$ cat src/rtl/twos_complement_to_offset_binary.sv
// Two's-complement to offset-binary streaming converter with a 2-entry skid
// buffer on a valid/ready handshake and windowed min/max/clip peak tracking.
module twos_complement_to_offset_binary #(
  parameter int WIDTH   = 14,
  parameter int WIN_LEN = 1024
) (
  input  logic             clk,
  input  logic             rst,
  input  logic             s_valid,
  output logic             s_ready,
  input  logic [WIDTH-1:0] s_data,
  output logic             m_valid,
  input  logic             m_ready,
  output logic [WIDTH-1:0] m_data,
  output logic [WIDTH-1:0] peak_max,
  output logic [WIDTH-1:0] peak_min,
  output logic             clip,
  output logic             peak_valid
);

  localparam int CW = (WIN_LEN > 1) ? $clog2(WIN_LEN) : 1;
  localparam logic [CW-1:0] LAST = CW'(WIN_LEN - 1);

  typedef enum logic [1:0] {EMPTY, ONE, TWO} state_t;

  state_t           state;
  state_t           state_nxt;
  logic [WIDTH-1:0] skid_data;
  logic [WIDTH-1:0] conv;
  logic             accept;
  logic             transfer;
  logic             conv_full;

  logic [CW-1:0]    win_cnt;
  logic [WIDTH-1:0] run_max;
  logic [WIDTH-1:0] run_min;
  logic             run_clip;
  logic             win_done;

  assign conv      = {~s_data[WIDTH-1], s_data[WIDTH-2:0]};
  assign accept    = s_valid && s_ready;
  assign transfer  = m_valid && m_ready;
  assign conv_full = (conv == '0) || (conv == '1);

  // Next occupancy of the OUT/SKID pair from the handshake events
  always_comb begin
    state_nxt = state;
    case (state)
      EMPTY: if (accept) state_nxt = ONE;
      ONE: begin
        if (accept && !transfer)      state_nxt = TWO;
        else if (!accept && transfer) state_nxt = EMPTY;
      end
      TWO:     if (transfer) state_nxt = ONE;
      default: state_nxt = EMPTY;
    endcase
  end

  // Skid buffer datapath; handshake flags registered from next occupancy
  always_ff @(posedge clk) begin
    if (rst) begin
      state     <= EMPTY;
      m_data    <= '0;
      skid_data <= '0;
      m_valid   <= 1'b0;
      s_ready   <= 1'b0;
    end else begin
      state   <= state_nxt;
      m_valid <= (state_nxt != EMPTY);
      s_ready <= (state_nxt != TWO);
      case (state)
        EMPTY: if (accept) m_data <= conv;
        ONE: begin
          if (accept && transfer) m_data    <= conv;
          else if (accept)        skid_data <= conv;
        end
        TWO:     if (transfer) m_data <= skid_data;
        default: ;
      endcase
    end
  end

  // Windowed peak tracking; the completed window is published one edge later
  // so the next window may start loading run_* on that same edge.
  always_ff @(posedge clk) begin
    if (rst) begin
      win_cnt    <= '0;
      run_max    <= '0;
      run_min    <= '0;
      run_clip   <= 1'b0;
      win_done   <= 1'b0;
      peak_max   <= '0;
      peak_min   <= '0;
      clip       <= 1'b0;
      peak_valid <= 1'b0;
    end else begin
      peak_valid <= win_done;
      win_done   <= 1'b0;
      if (win_done) begin
        peak_max <= run_max;
        peak_min <= run_min;
        clip     <= run_clip;
      end
      if (accept) begin
        if (win_cnt == '0) begin
          run_max  <= conv;
          run_min  <= conv;
          run_clip <= conv_full;
        end else begin
          if (conv > run_max) run_max <= conv;
          if (conv < run_min) run_min <= conv;
          run_clip <= run_clip | conv_full;
        end
        if (win_cnt == LAST) begin
          win_cnt  <= '0;
          win_done <= 1'b1;
        end else begin
          win_cnt <= win_cnt + CW'(1);
        end
      end
    end
  end

endmodule

$ cat config.mk
export PLATFORM = sky130hd
export DESIGN_NAME = twos_complement_to_offset_binary
export DESIGN_NICKNAME = d
export VERILOG_FILES = /design/src/rtl/twos_complement_to_offset_binary.sv
export SDC_FILE = /design/constraint.sdc
export NUM_CORES = 1
export LEC_CHECK = 0
export ABC_CLOCK_PERIOD_IN_PS = 2600
export BUFFER_PORTS_ARGS = -buffer_cell sky130_fd_sc_hd__buf_2
export CAP_MARGIN = 0
export CORE_ASPECT_RATIO = 0.5
export CORE_MARGIN = 2
export CORE_UTILIZATION = 30
export CTS_BUF_LIST = sky130_fd_sc_hd__clkbuf_8
export DETAILED_ROUTE_END_ITERATION = 7
export SLEW_MARGIN = 20
export SYNTH_ARGS = -nofsm -noshare
export SYNTH_HDL_FRONTEND = slang
export SYNTH_SLANG_ARGS = --single-unit
export TNS_END_PERCENT = 30
$ cat constraint.sdc
create_clock -name clk -period 2.6 [get_ports clk]
set_clock_uncertainty 0.1 [all_clocks]
set_input_delay 0.39 -clock clk [delete_from_list [all_inputs] [get_ports clk]]
set_output_delay 0.39 -clock clk [all_outputs]
set_load 0.05 [all_outputs]
After elaboration in Yosys (flattened, before gate mapping)
Cells that the tools add are included.
- add/subtract/negate cells: 1
- mux-type cells: 16
- reduce and logical (&&, ||, !) cells: 20
- order comparisons: 2
- bitwise operators: 4
- eq/ne operators: 8
- operators by type and width (cell ; count):
    $mux 14 ; 7
    $pmux 14 s3 ; 1
    $eq 14x14->1 const B ; 1
    $gt 14x14->1 ; 1
    $logic_not 14->1 ; 1
    $lt 14x14->1 ; 1
    $add 10x1->10 const B ; 1
    $eq 10x10->1 const B ; 1
    $logic_not 10->1 ; 1
    $mux 10 ; 1
    $mux 2 ; 4
    $ne 2x2->1 const B ; 4
    $pmux 2 s3 ; 1
    $reduce_bool 2->1 ; 3
    $logic_and 1x1->1 ; 5
    $reduce_and 2->1 ; 2
    $reduce_and 4->1 ; 1
    $not 1->1 ; 3
    $reduce_and 3->1 ; 1
    $reduce_bool 3->1 ; 1
    $eq 2x1->1 const B ; 1
    $eq 2x2->1 const B ; 1
    $logic_not 1->1 ; 2
    $logic_not 2->1 ; 1
    other kinds (4) ; 5
- flip-flop bits (word level): 102
- output and inout port bits: 46
- word-level logic and storage cells: 65

Logic depth before layout (Yosys ltp)
Gate-level depths: netlist (run 1).
- word-level depth: 7
- depth in mapped cells: 10
- depth with buffers taken out: 8

Worst setup path after synthesis (run 1)
OpenSTA, ideal clock, no wires.
- path kind: register to register
- from: register s_ready
- to: register run_min[0]
- buffers on the path: 2
- setup slack: 0.337 ns
- library setup time: 0.087 ns
- cell stages (with the launch flop): 8
- clock period less this slack: 2.263 ns
- data arrival time: 2.076 ns
- cells stage by stage: dfxtp_1 > nand2_1 > a2111oi_0 > o21ai_1 > o21a_1 > buf_2 > buf_4 > o31ai_1
- cells in the longest elaborated chain, start to end: 2
- ends and longest elaborated chain (item ; RTL line ; text):
    from (decl) ; 10 ; output logic s_ready,
    from (signal assigned) ; 70 ; s_ready <= (state_nxt != TWO);
    $logic_and 1x1->1 ; 41 ; assign accept = s_valid && s_ready;
    $reduce_and 2->1 (no line) ; -- ;
    to (signal assigned) ; 107 ; run_min <= conv;
    to (signal assigned) ; 111 ; if (conv < run_min) run_min <= conv;
    to (decl) ; 36 ; logic [WIDTH-1:0] run_min;
No other way between the ends.
A chain may end at the register's enable or synchronous reset.

Final worst setup path (run 1)
- from: register run_max[13]
- to: register run_max[8]
- cells in the longest elaborated chain, start to end: 3
- ends and longest elaborated chain (item ; RTL line ; text):
    from (decl) ; 35 ; logic [WIDTH-1:0] run_max;
    from (signal assigned) ; 106 ; run_max <= conv;
    from (signal assigned) ; 110 ; if (conv > run_max) run_max <= conv;
    $gt 14x14->1 ; 110 ;
    $reduce_bool 2->1 (no line) ; -- ;
    $reduce_and 2->1 (no line) ; -- ;
No other way between the ends.

==> results.md, run 1 <==
Layout:
- The count of nets after finishing is slightly above 600.
- The final non-filler cell area is around 5500 um2.
- In the final layout, the multi-input gates occupy 2414 um2.
- The fraction of final layout cells with drive strength greater than 1 is between 10% and 20%.
- The non-filler instance count after layout is slightly below 800.
- The area occupied by registers is approximately 2000 um2.
- The number of antenna diodes in the final layout is 0.
- The layout has 1,546 filler cells.
- The area growth from synthesis to final layout is 17.46%.

Setup path:
- The launch point of the critical path is run_max[13].
- For the worst flop-to-flop path, the logic depth is 8.
- The worst path arrival time is 2.38 ns.
- The reg-to-reg critical path startpoint is run_max[13].
- The worst setup path is captured at a flop.
- The most critical setup path has its endpoint at run_max[8].
- The classification of the worst setup path is reg -> reg.
- In this run the critical register-to-register path is captured at run_max[8].
- For flop-to-flop paths, the worst setup slack is 0.37 ns.
- For the worst setup path, the data required time is 2.75 ns.
- The category of the worst setup path launch point is a flop.
- The worst-path maximum fanout is 9.

Drt:
- The first routing iteration left 184 violations.
- The DRC violation count after routing is 0.
- The first detailed-routing pass ran for 5 iterations.
- The routed design has roughly 11 mm of wire.
- Across all layers, the routed design uses 3,591 vias.
- The count of antenna-violating nets left after detailed routing is 0.
- The average wire length per cell after detail routing is approximately 14 um.
- The routed via count divided by cell count is 4.598.

Logic synthesis:
- sky130_fd_sc_hd__dfxtp_1 is the most common cell in the netlist.
- After synthesis the cells add up to 4678 um2.
- The synthesized flop and latch total is 102.
- The synthesized design spends more area on one cell type than any other, namely sky130_fd_sc_hd__dfxtp_1.
- The share of Yosys cell area claimed by the top area cell type is between 40% and 50%.
- The proportion of register bits with asynchronous set or reset after synthesis is 0%.
- The number of nets in the synthesized netlist is 551.
- Each instance of the synthesized netlist takes up on average 9.282 um2.
- The synthesized netlist cell count is ~500.
- The number of flops mapped to enable cells by yosys is 0.
- The yosys synthesis warning count is 0.
- In the post-synthesis netlist, the biggest area contributors are sky130_fd_sc_hd__dfxtp_1 (44%), sky130_fd_sc_hd__mux2i_1 (17%), sky130_fd_sc_hd__ha_1 (7.8%).
- The count of different cell masters after synthesis is 48.
- The commonest register cell after synthesis is sky130_fd_sc_hd__dfxtp_1.
- The register area share after synthesis is roughly 44%.
- Counting instances in the post-synthesis netlist gives the leading cell types as sky130_fd_sc_hd__dfxtp_1 (102), sky130_fd_sc_hd__nor2_1 (94), sky130_fd_sc_hd__mux2i_1 (80), sky130_fd_sc_hd__nand2_1 (41), sky130_fd_sc_hd__inv_1 (32).

Power:
- In this run the static leakage power is 0.002345 uW.
- The largest voltage drop on the vdd net is 0.2204 mV.
- The power consumption is 3211 uW.
- Dividing total power by cell area gives a power density of 584.3 nW/um2.

Clock network:
- The maximum level of the CTS H-tree is 3.
- The CTS tree is yes.
- After clock tree synthesis, the setup repair step added 0 buffers.
- In this run, CTS created clock tree buffers numbering 9.
- The later pin in the worst-skew pair is clocked with a latency of 0.37 ns.
- The number of buffers between clock root and the deepest sink is 2.
- The number of buffers inserted for hold repair after clock tree synthesis is 0.
- The count of cells resized by post-cts repair is 0.
- In this run the clock root is driven by a sky130_fd_sc_hd__clkbuf_8.
- The number of sinks driven by the clock tree is 102.
- The clock slew at the register clock pins of the worst setup and hold paths is 0.09 ns.

Placement:
- The number of input and output port buffers inserted is 63.
- Routability-driven placement finished with a final weighted congestion of 0.7862.
- The number of placed instances, taps included, is roughly 770.
- In this run the cell area measured after placement is ~5300 um2.
- The worst setup slack after placement is around 0.23 ns.
- The placed wire-length estimate after detailed placement is 7.906 mm.

Die:
- The row count is 32.
- The overall die width is ~180 um.
- The die covers 16,670 um2.
- The die is 92.30 um tall.
- For this design the top-level I/O count stands at 64.
- The placeable core area is about 15,000 um2.
- The initial standard-cell utilization of the core is 30.51%.

Hold path:
- In this run the most critical hold path is launched from m_ready.
- The classification of the worst-slack hold path is in -> reg.

STA:
- The transition time of the tightest slew-check pin is 0.5631 ns.
- Setup total negative slack on the finished layout was measured at 0 ns.
- Setup repair after global routing left no endpoint under its margin.
- The max-slew headroom at the worst pin is 62.17%.
- For this run, the top clock speed supported by timing is roughly 450 MHz.
- The final worst-path setup slack is 0.3685 ns.
- For the finished layout, the period the worst path requires is 2.232 ns.
- The post-route fraction of the period consumed by the critical path is between 80% and 90%.
- The final count of pins violating max slew is 0.
- The number of hold violations in the final report was 0.
- Setup violations remaining at the end of the flow were counted as 0.

GRT:
- For this run the aggregate overflow at the end of global routing stands at 0.
- The global-route wire length before repair is 17.02 mm.
- The initial antenna violation count was 0.
- Entering global routing, the biggest net connects 86 pins.
- The number of global-route vias before repair is 3,324.
- For this run, the total global-route usage over all layers was measured as 12.78%.

Status:
- The flow ran to the end, and the final reports show no timing, DRC or antenna violations.

Run:
- The tool flagged a number of max-cap violations equal to 0.
per-layer routing:
metal	global-route usage [%]	share of wire, %
met1	17.51	51
met2	19.56	44
met3	3.736	4.5
met4	3.629	1.1
met5	0	0
cells by family after synthesis:
group	Yosys count	synth area share, %
compound gates	54	8.211
xor+xnor	7	1.311
fa+ha+maj	29	7.756
buf+inv	56	5.001
flops	102	43.65
mux	81	17.36
simple gates	175	16.72
state kept, by name, summed over array words and instances (netlist names), 2 cells and up:
| register | count |
|---|---|
| m_data | 14 |
| peak_max | 14 |
| peak_min | 14 |
| run_max | 14 |
| run_min | 14 |
| skid_data | 14 |
| win_cnt | 10 |
| state | 2 |
worst min path at each step:
stage | end | slack, ns | cells after the start
floorplan | run_min[10] | 0.35 | 2
global placement | skid_data[13] | 0.36 | 2
detailed placement | skid_data[0] | 0.37 | 2
CTS | s_ready | 0.19 | 3
global route | s_ready | 0.19 | 3
finish | s_ready | 0.20 | 3
layout by cell type (no fill, tap or decap), drive strengths merged, types with 2 or more instances in the layout:
master,netlist,final
nand3,7,7
and2,2,2
nand2,41,41
buf,9,82
a211oi,15,15
o31ai,3,3
inv,32,34
xor2,6,6
nand4,9,9
dfxtp,102,102
nand2b,3,3
nor2b,4,4
and3,3,3
nor3,3,3
o21ai,6,6
ha,29,29
nor4,6,6
mux2i,80,80
nor2,95,95
a21oi,18,18
clkbuf,14,11
critical path, stage by stage (launching register included):
cell and delay [ns]:
sky130_fd_sc_hd__dfxtp_1 0.40, sky130_fd_sc_hd__inv_1 0.07, sky130_fd_sc_hd__ha_1 0.31, sky130_fd_sc_hd__nand4_1 0.15, sky130_fd_sc_hd__o41ai_1 0.58, sky130_fd_sc_hd__a32oi_4 0.08, sky130_fd_sc_hd__buf_4 0.22, sky130_fd_sc_hd__mux2i_1 0.15
sky130_fd_sc_hd__nor2_1 0.05
per-stage QoR:
step | hold WS, ns | util, %
after CTS | 0.1866 | 35.84
after floorplan | 0.3507 | -
final | 0.1965 | 35.84
after global placement | 0.3635 | 34.60
after global routing | 0.1944 | 35.84
after detailed placement | 0.3739 | 34.60
area by class of cell:
type	count	area share (%)
repair buffers	82	8.561
inverters	33	2.254
multi-input cells	346	43.92
flip-flops and latches	102	37.18
well taps	204	4.645
clock inverters	3	0.6831
clock buffers	11	2.755
report_power, final:
part | internal (uW) | switching (uW) | total (uW)
Combinational | 200 | 335 | 535
Clock | 481 | 513 | 995
Sequential | 1630 | 50.7 | 1680
Total | 2310 | 899 | 3210
Power figures use the tool's default switching activity.
==> inputs of run 2 (changes only) <==
--- a/config.mk
+++ b/config.mk
@@ -9,7 +9,6 @@
 export BUFFER_PORTS_ARGS = -buffer_cell sky130_fd_sc_hd__buf_2
 export CAP_MARGIN = 0
 export CORE_ASPECT_RATIO = 0.5
-export CORE_MARGIN = 2
 export CORE_UTILIZATION = 30
 export CTS_BUF_LIST = sky130_fd_sc_hd__clkbuf_8
 export DETAILED_ROUTE_END_ITERATION = 7
==> run 2 against run 1 <==
Effect of this change:
- critical path depth up 1
- setup slack worse by 0.057 ns
- final cell count fell by 0.90%
- via count shrank 0.75%
- non-clock buffer count shrank 2
- first-iteration DRC count is 1.1% higher
- count of clock-buffer cells in the layout is 1 lower
- highest routed layer unchanged
==> results.md, run 2 (synthesis gave the netlist of run 1 again) <==
Status:
- Outcome: completed (unchanged).

Layout:
- The leading cell type in the layout, fill and taps excluded is sky130_fd_sc_hd__dfxtp_1 (unchanged).
- The count of nets after finishing came to 619 (was 621).
- The area growth from synthesis to final layout is 17.25% (was 17.46%).
- The final antenna diode count was 0 (unchanged).
- Commonest cells after routing, fill and taps aside: sky130_fd_sc_hd__dfxtp_1 (101), sky130_fd_sc_hd__nor2_1 (94), sky130_fd_sc_hd__mux2i_1 (80) (unchanged).
- The fraction of final layout cells with drive strength greater than 1 is 18.06% (was 18.02%).

Setup path:
- The reg-to-reg setup timing slack is 0.31 ns (was 0.37 ns).
- The cell depth of the worst flop-to-flop path is 9 (was 8).
- The classification of the worst setup path is reg -> reg (unchanged).
- The category of the worst setup path launch point is a flop (unchanged).
- The worst path arrival time is 2.49 ns (was 2.38 ns).
- The worst-path maximum fanout is 6 (was 9).
- The terminus of the critical flop-to-flop path is run_min[4] (was run_max[8]).
- The critical path capture point type is a flop (unchanged).
- The reg-to-reg critical path startpoint is run_min[2] (was run_max[13]).
- The required time at the worst-slack endpoint is 2.80 ns (was 2.75 ns).

Clock network:
- The clock root buffer is sky130_fd_sc_hd__clkbuf_8 (unchanged).
- The clock slew at the register clock pins of the worst setup and hold paths is 0.09 ns (about the same).
- The count of cells resized by post-cts repair is 0 (unchanged).
- The number of sinks driven by the clock tree is 102 (unchanged).
- The source-to-sink clock delay at the later pin of the worst-skew pair is 0.37 ns (about the same).
- The number of buffers inserted for hold repair after clock tree synthesis was 0 (unchanged).
- The CTS tree is yes (unchanged).
- The number of buffers between clock root and the deepest sink came to 2 (unchanged).
- The post-CTS repair timing setup buffer count is 0 (unchanged).
- The maximum level of the CTS H-tree is 3 (unchanged).
- The number of buffers inserted during clock tree synthesis came to 9 (unchanged).

Die:
- The placeable core area came to 14,860 um2 (was 15,330 um2).
- The number of primary I/O pins came to 64 (unchanged).
- The height of the die is 90.30 um (was 92.30 um).
- The initial standard-cell utilization of the core is 31.49% (was 30.51%).
- The overall die width is 178.6 um (was 180.6 um).
- The row count came to 31 (was 32).
- The total die area came to 16,130 um2 (was 16,670 um2).

STA:
- The transition time of the tightest slew-check pin came to 0.6241 ns (was 0.5631 ns).
- The number of hold violations in the final report was 0 (unchanged).
- The total negative slack for setup checks is 0 ns (unchanged).
- The post-route minimum period is 2.288 ns (was 2.232 ns).
- RSZ-0062 raised after global routing: no (unchanged).
- The final count of pins violating max slew was 0 (unchanged).
- The max-slew headroom at the worst pin is 58.01% (was 62.17%).
- The final number of setup-violating endpoints is 0 (unchanged).
- The final worst-path setup slack is 0.3117 ns (was 0.3685 ns).
- The achievable frequency is 437.0 MHz (was 448.1 MHz).
- The post-route fraction of the period consumed by the critical path is 88.01% (was 85.83%).

Drt:
- The average wire length per cell after detail routing was 14.11 um (was 13.74 um).
- The top routing layer in use is met4 (unchanged).
- The sum of met2 wire segment lengths after detailed routing came to 4.588 mm (was 4.703 mm).
- The via count of the routed design is 3,564 (was 3,591).
- The detailed-routing wirelength on met1 is 5.659 mm (was 5.426 mm).
- The detailed-routing iteration count for the pre-antenna-repair pass was 4 (was 5).
- The initial DRC count was 186 (was 184).
- The routed via count divided by cell count is 4.605 (was 4.598).
- The DRC violation count after routing is 0 (unchanged).
- The count of antenna-violating nets left after detailed routing is 0 (unchanged).
- The routed wire length on met3 is 529 um (was 481 um).
- The total wire length after detailed routing was 10.92 mm (was 10.73 mm).

Hold path:
- The worst min-delay path startpoint is m_ready (unchanged).
- The worst-case hold path end point is s_ready (unchanged).
- The classification of the worst-slack hold path was in -> reg (unchanged).
- The number of cells on the worst hold path is 3 (unchanged).

Power:
- The largest voltage drop on the vdd net is 0.2233 mV (was 0.2204 mV).
- The static leakage is 0.002336 uW (was 0.002345 uW).
- The power per cell area is 585.2 nW/um2 (was 584.3 nW/um2).

GRT:
- The combined global-route utilization of all metal layers is 14.36% (was 12.78%).
- The number of global-route vias before repair is 3,464 (was 3,324).
- The overall overflow remaining after global route is 0 (unchanged).
- The largest net degree at the start of global routing is 86 (unchanged).
- The global-route wire length before repair came to 18.16 mm (was 17.02 mm).
- The initial antenna violation count is 0 (unchanged).

Placement:
- The worst setup slack after placement came to 0.2054 ns (was 0.2296 ns).
- The placed wire-length estimate after detailed placement is 7.872 mm (was 7.906 mm).
- The final weighted congestion of routability-driven global placement came to 0.8009 (was 0.7862).
- The number of input and output port buffers inserted is 63 (unchanged).

Run:
- The max-cap check violation count is 0 (unchanged).
-- run 2: stage by stage --
| stage | hold WS, ns | total power [uW] | util, % | area, um2 | std cells |
|---|---|---|---|---|---|
| after global routing | 0.1983 | 3399 | 36.92 | 5485 | 774 |
| final | 0.1954 | 3210 | 36.92 | 5485 | 774 |
| after CTS | 0.1721 | 3250 | 36.85 | 5474 | 773 |
| after global placement | 0.3653 | 2247 | 35.58 | 5286 | 758 |
| after floorplan | 0.3507 | 2093 | - | 4678 | 504 |
| after detailed placement | 0.3749 | 2257 | 35.58 | 5286 | 758 |
-- run 2: metal layers --
| metal | track usage [%] | up-vias |
|---|---|---|
| li1 | - | 1856 |
| met1 | 20.08 | 1651 |
| met2 | 21.16 | 44 |
| met3 | 4.167 | 13 |
| met4 | 4.167 | 0 |
| met5 | 0 | - |
-- run 2: critical path, stage by stage, from the launching register on --
cell	delay, ns
sky130_fd_sc_hd__dfxtp_1	0.39
sky130_fd_sc_hd__inv_1	0.07
sky130_fd_sc_hd__ha_1	0.29
sky130_fd_sc_hd__nand2_1	0.05
sky130_fd_sc_hd__o21ai_1	0.12
sky130_fd_sc_hd__a221oi_1	0.10
sky130_fd_sc_hd__nor4_1	0.33
sky130_fd_sc_hd__o21a_1	0.35
sky130_fd_sc_hd__buf_4	0.23
sky130_fd_sc_hd__mux2i_1	0.19
-- run 2: where the power goes --
part,internal [uW],leakage [uW],switching [uW]
Sequential,1630,0.000830,51.7
Combinational,200,0.00141,339
Clock,460,0.000102,530
-- run 2: area by class of cell --
type,instances,area (um2)
Clock buffer,10,137.6
Timing Repair Buffer,80,471.7
Fill cell,1521,9370
Clock inverter,5,50.05
Tap cell,198,247.7
Multi-Input combinational cell,346,2411
Sequential cell,102,2043
Inverter,33,123.9
-- run 2: worst max path at each step --
stage / from / end / slack (ns) / cells past startpoint
global route: run_min[2] / run_min[2] / 0.11 / 9
floorplan: s_ready / run_min[0] / 0.34 / 7
CTS: run_min[2] / run_min[4] / 0.30 / 9
global placement: s_data[9] / run_max[10] / 0.24 / 8
detailed placement: s_data[2] / run_min[2] / 0.21 / 9
finish: run_min[2] / run_min[4] / 0.31 / 9
==> inputs of run 3 (changes only) <==
--- a/config.mk
+++ b/config.mk
@@ -7,11 +7,12 @@
 export LEC_CHECK = 0
 export ABC_CLOCK_PERIOD_IN_PS = 2600
 export BUFFER_PORTS_ARGS = -buffer_cell sky130_fd_sc_hd__buf_2
-export CAP_MARGIN = 0
+export CAP_MARGIN = 20
 export CORE_ASPECT_RATIO = 0.5
-export CORE_UTILIZATION = 30
+export CORE_UTILIZATION = 50
 export CTS_BUF_LIST = sky130_fd_sc_hd__clkbuf_8
 export DETAILED_ROUTE_END_ITERATION = 7
+export PLACE_DENSITY = 0.71
 export SLEW_MARGIN = 20
 export SYNTH_ARGS = -nofsm -noshare
 export SYNTH_HDL_FRONTEND = slang
==> run 3 against run 2 <==
Effect of this change:
- the run now ends with DRC left
- count of clock-buffer cells in the layout down 1
- setup slack better by 0.069 ns
- global-route usage grew 7.4 points
- routed wire length fell by 11%
- critical path depth shrank 1
- critical endpoint is now run_max[9]
- highest routed layer unchanged
==> results.md, run 3 (synthesis gave the netlist of run 1 again) <==
Layout:
- The fraction of final layout cells with drive strength greater than 1 is 18.37% (was 18.06%).
- The area growth from synthesis to final layout is 14.98% (was 17.25%).
- The number of filler cells placed in the layout is 794 (was 1,521).
- Commonest cells after routing, fill and taps aside: sky130_fd_sc_hd__dfxtp_1 (101), sky130_fd_sc_hd__nor2_1 (94), sky130_fd_sc_hd__mux2i_1 (80) (unchanged).
- The final non-filler cell area is 5379 um2 (was 5485 um2).
- The non-filler instance count after layout is 694 (was 774).
- The final antenna diode count was 0 (unchanged).
- The leading cell type in the layout, fill and taps excluded is sky130_fd_sc_hd__dfxtp_1 (unchanged).
- The count of nets after finishing is 619 (unchanged).

Setup path:
- The worst-path maximum fanout came to 10 (was 6).
- The combined buffer and inverter count along the critical path was 2 (unchanged).
- The required time at the worst-slack endpoint came to 2.76 ns (was 2.80 ns).
- The cell depth of the worst flop-to-flop path is 8 (was 9).
- The classification of the worst setup path is reg -> reg (unchanged).
- The critical path capture point type is a flop (unchanged).
- Critical path cell sequence: inv_1, ha_1, nand4_1, o41ai_1, a32oi_4, buf_4, mux2i_1, nor2_1 (was inv_1, ha_1, nand2_1, o21ai_1, a221oi_1, nor4_1, o21a_1, buf_4, mux2i_1).
- The total stage count of the critical path is 8 (was 9).
- The gate family responsible for the most delay along the worst path is compound AO/OA/AOI/OAI gates (unchanged).
- The category of the worst setup path launch point is a flop (unchanged).
- The critical path's slowest cell was sky130_fd_sc_hd__o41ai_1 (was sky130_fd_sc_hd__dfxtp_1).
- The worst path arrival time came to 2.38 ns (was 2.49 ns).
- The largest incremental delay on the critical path is 0.57 ns (was 0.39 ns).

Placement:
- The post-placement cell count is 678 (was 758).
- The placed wire-length estimate after detailed placement is 7.193 mm (was 7.872 mm).
- The final weighted congestion of routability-driven global placement was 0.8505 (was 0.8009).
- The number of input and output port buffers inserted was 63 (unchanged).
- The worst setup slack after placement was 0.2105 ns (was 0.2054 ns).
- The cell area reported after detailed placement was 5182 um2 (was 5286 um2).

Drt:
- The DRC violation count after routing is 10 (was 0).
- The detailed-routing wirelength on met1 is 5.111 mm (was 5.659 mm).
- The initial DRC count came to 202 (was 186).
- The detailed-routing iteration count for the pre-antenna-repair pass is 6 (was 4).
- The sum of met2 wire segment lengths after detailed routing is 4.156 mm (was 4.588 mm).
- The routed via count divided by cell count came to 5.183 (was 4.605).
- The total wire length after detailed routing is 9.770 mm (was 10.92 mm).
- The routed wire length on met3 was 401 um (was 529 um).
- The count of antenna-violating nets left after detailed routing is 0 (unchanged).
- The top routing layer in use is met4 (unchanged).
- The via count of the routed design is 3,597 (was 3,564).
- The average wire length per cell after detail routing came to 14.08 um (was 14.11 um).

Die:
- The overall die width came to 138.8 um (was 178.6 um).
- The height of the die was 70.40 um (was 90.30 um).
- The number of primary I/O pins is 64 (unchanged).
- The initial standard-cell utilization of the core is 52.63% (was 31.49%).
- The row count is 24 (was 31).
- The total die area was 9771 um2 (was 16,130 um2).
- The placeable core area is 8889 um2 (was 14,860 um2).

Hold path:
- The number of cells on the worst hold path is 3 (unchanged).
- The classification of the worst-slack hold path is in -> reg (unchanged).

STA:
- RSZ-0062 raised after global routing: no (unchanged).
- The final number of setup-violating endpoints is 0 (unchanged).
- The number of hold violations in the final report is 0 (unchanged).
- The final count of pins violating max slew is 0 (unchanged).
- The max-slew headroom at the worst pin is 58.06% (was 58.01%).
- The total negative slack for setup checks is 0 ns (unchanged).
- The achievable frequency is 450.6 MHz (was 437.0 MHz).
- The final worst-path setup slack came to 0.3807 ns (was 0.3117 ns).
- The transition time of the tightest slew-check pin is 0.6234 ns (was 0.6241 ns).
- The post-route minimum period is 2.219 ns (was 2.288 ns).
- The post-route fraction of the period consumed by the critical path is 85.36% (was 88.01%).

GRT:
- The number of global-route vias before repair is 3,279 (was 3,464).
- The initial antenna violation count is 0 (unchanged).
- The overall overflow remaining after global route is 0 (unchanged).
- The combined global-route utilization of all metal layers is 21.71% (was 14.36%).
- The largest net degree at the start of global routing is 42 (was 86).
- The global-route wire length before repair came to 16.54 mm (was 18.16 mm).

Power:
- The switching part of the total power was 29.25% (was 28.67%).
- The largest voltage drop on the vdd net is 0.2600 mV (was 0.2233 mV).
- The power per cell area is 597.0 nW/um2 (was 585.2 nW/um2).
- The switching power total was 939.3 uW (was 920.3 uW).
- The clock share of power came to 31.3% (was 30.8%).
- The part of the total power dissipated in sequential elements came to 52.3% (was 52.4%).
- The static leakage came to 0.002326 uW (was 0.002336 uW).
- The internal power component is 2272 uW (was 2290 uW).
- The combinational share of power is 16.4% (was 16.8%).

Clock network:
- The clock root buffer was sky130_fd_sc_hd__clkbuf_8 (unchanged).
- The number of buffers inserted during clock tree synthesis is 9 (unchanged).
- The source-to-sink clock delay at the later pin of the worst-skew pair came to 0.37 ns (about the same).
- The number of buffers between clock root and the deepest sink is 2 (unchanged).
- The post-CTS repair timing setup buffer count is 0 (unchanged).
- The number of sinks driven by the clock tree is 102 (unchanged).
- The clock slew at the register clock pins of the worst setup and hold paths is 0.10 ns (was 0.09 ns).
- The maximum level of the CTS H-tree was 3 (unchanged).
- The count of cells resized by post-cts repair was 0 (unchanged).
- The number of buffers inserted for hold repair after clock tree synthesis is 0 (unchanged).
- The CTS tree is yes (unchanged).

Status:
- Outcome: complete, but fails checks (was completed).
- The checks that failed: DRC.

Run:
- The max-cap check violation count is 0 (unchanged).
-- run 3: through the flow --
step / power, uW / util [%] / hold slack [ns]
detailed placement: 2241 / 58.31 / 0.3726
floorplan: 2093 / - / 0.3507
global route: 3360 / 60.52 / 0.1888
global placement: 2231 / 58.31 / 0.3645
finish: 3211 / 60.52 / 0.1744
CTS: 3233 / 60.52 / 0.1673
-- run 3: final timing paths --
check,start,end,slack [ns]
worst min-delay path,m_ready,s_ready,0.17
worst max-delay path,run_max[13],run_max[9],0.38
worst min register to register,run_min[10],run_min[10],0.39
worst max register to register,run_max[13],run_max[9],0.38
-- run 3: layout make-up --
type,instances,area [um2],share of cell area [%]
multi-input combinational,346,2414,44.87
sequential,102,2043,37.99
clock inverter,7,72.57,1.349
clock buffer,9,123.9,2.303
timing repair buffer,80,455.4,8.467
tap,117,146.4,2.722
inverter,33,123.9,2.303
-- run 3: worst min-delay path: stages --
cell,delay (ns)
sky130_fd_sc_hd__buf_2,0.09
sky130_fd_sc_hd__a21oi_1,0.07
sky130_fd_sc_hd__nor2_1,0.07
-- run 3: power by group through the flow --
stage               logic [uW]  clock network, uW  registers [uW]
finish                     528               1000            1680
global placement           517                  0            1710
floorplan                  309                  0            1780
detailed placement         526                  0            1710
global route               585               1090            1690
CTS                        528               1030            1680
-- run 3: routing by layer --
metal | global-route usage (%) | vias to the layer above
met3 | 5.281 | 10
met4 | 5.679 | 0
li1 | - | 1864
met1 | 30.40 | 1669
met5 | 0 | -
met2 | 33.33 | 54
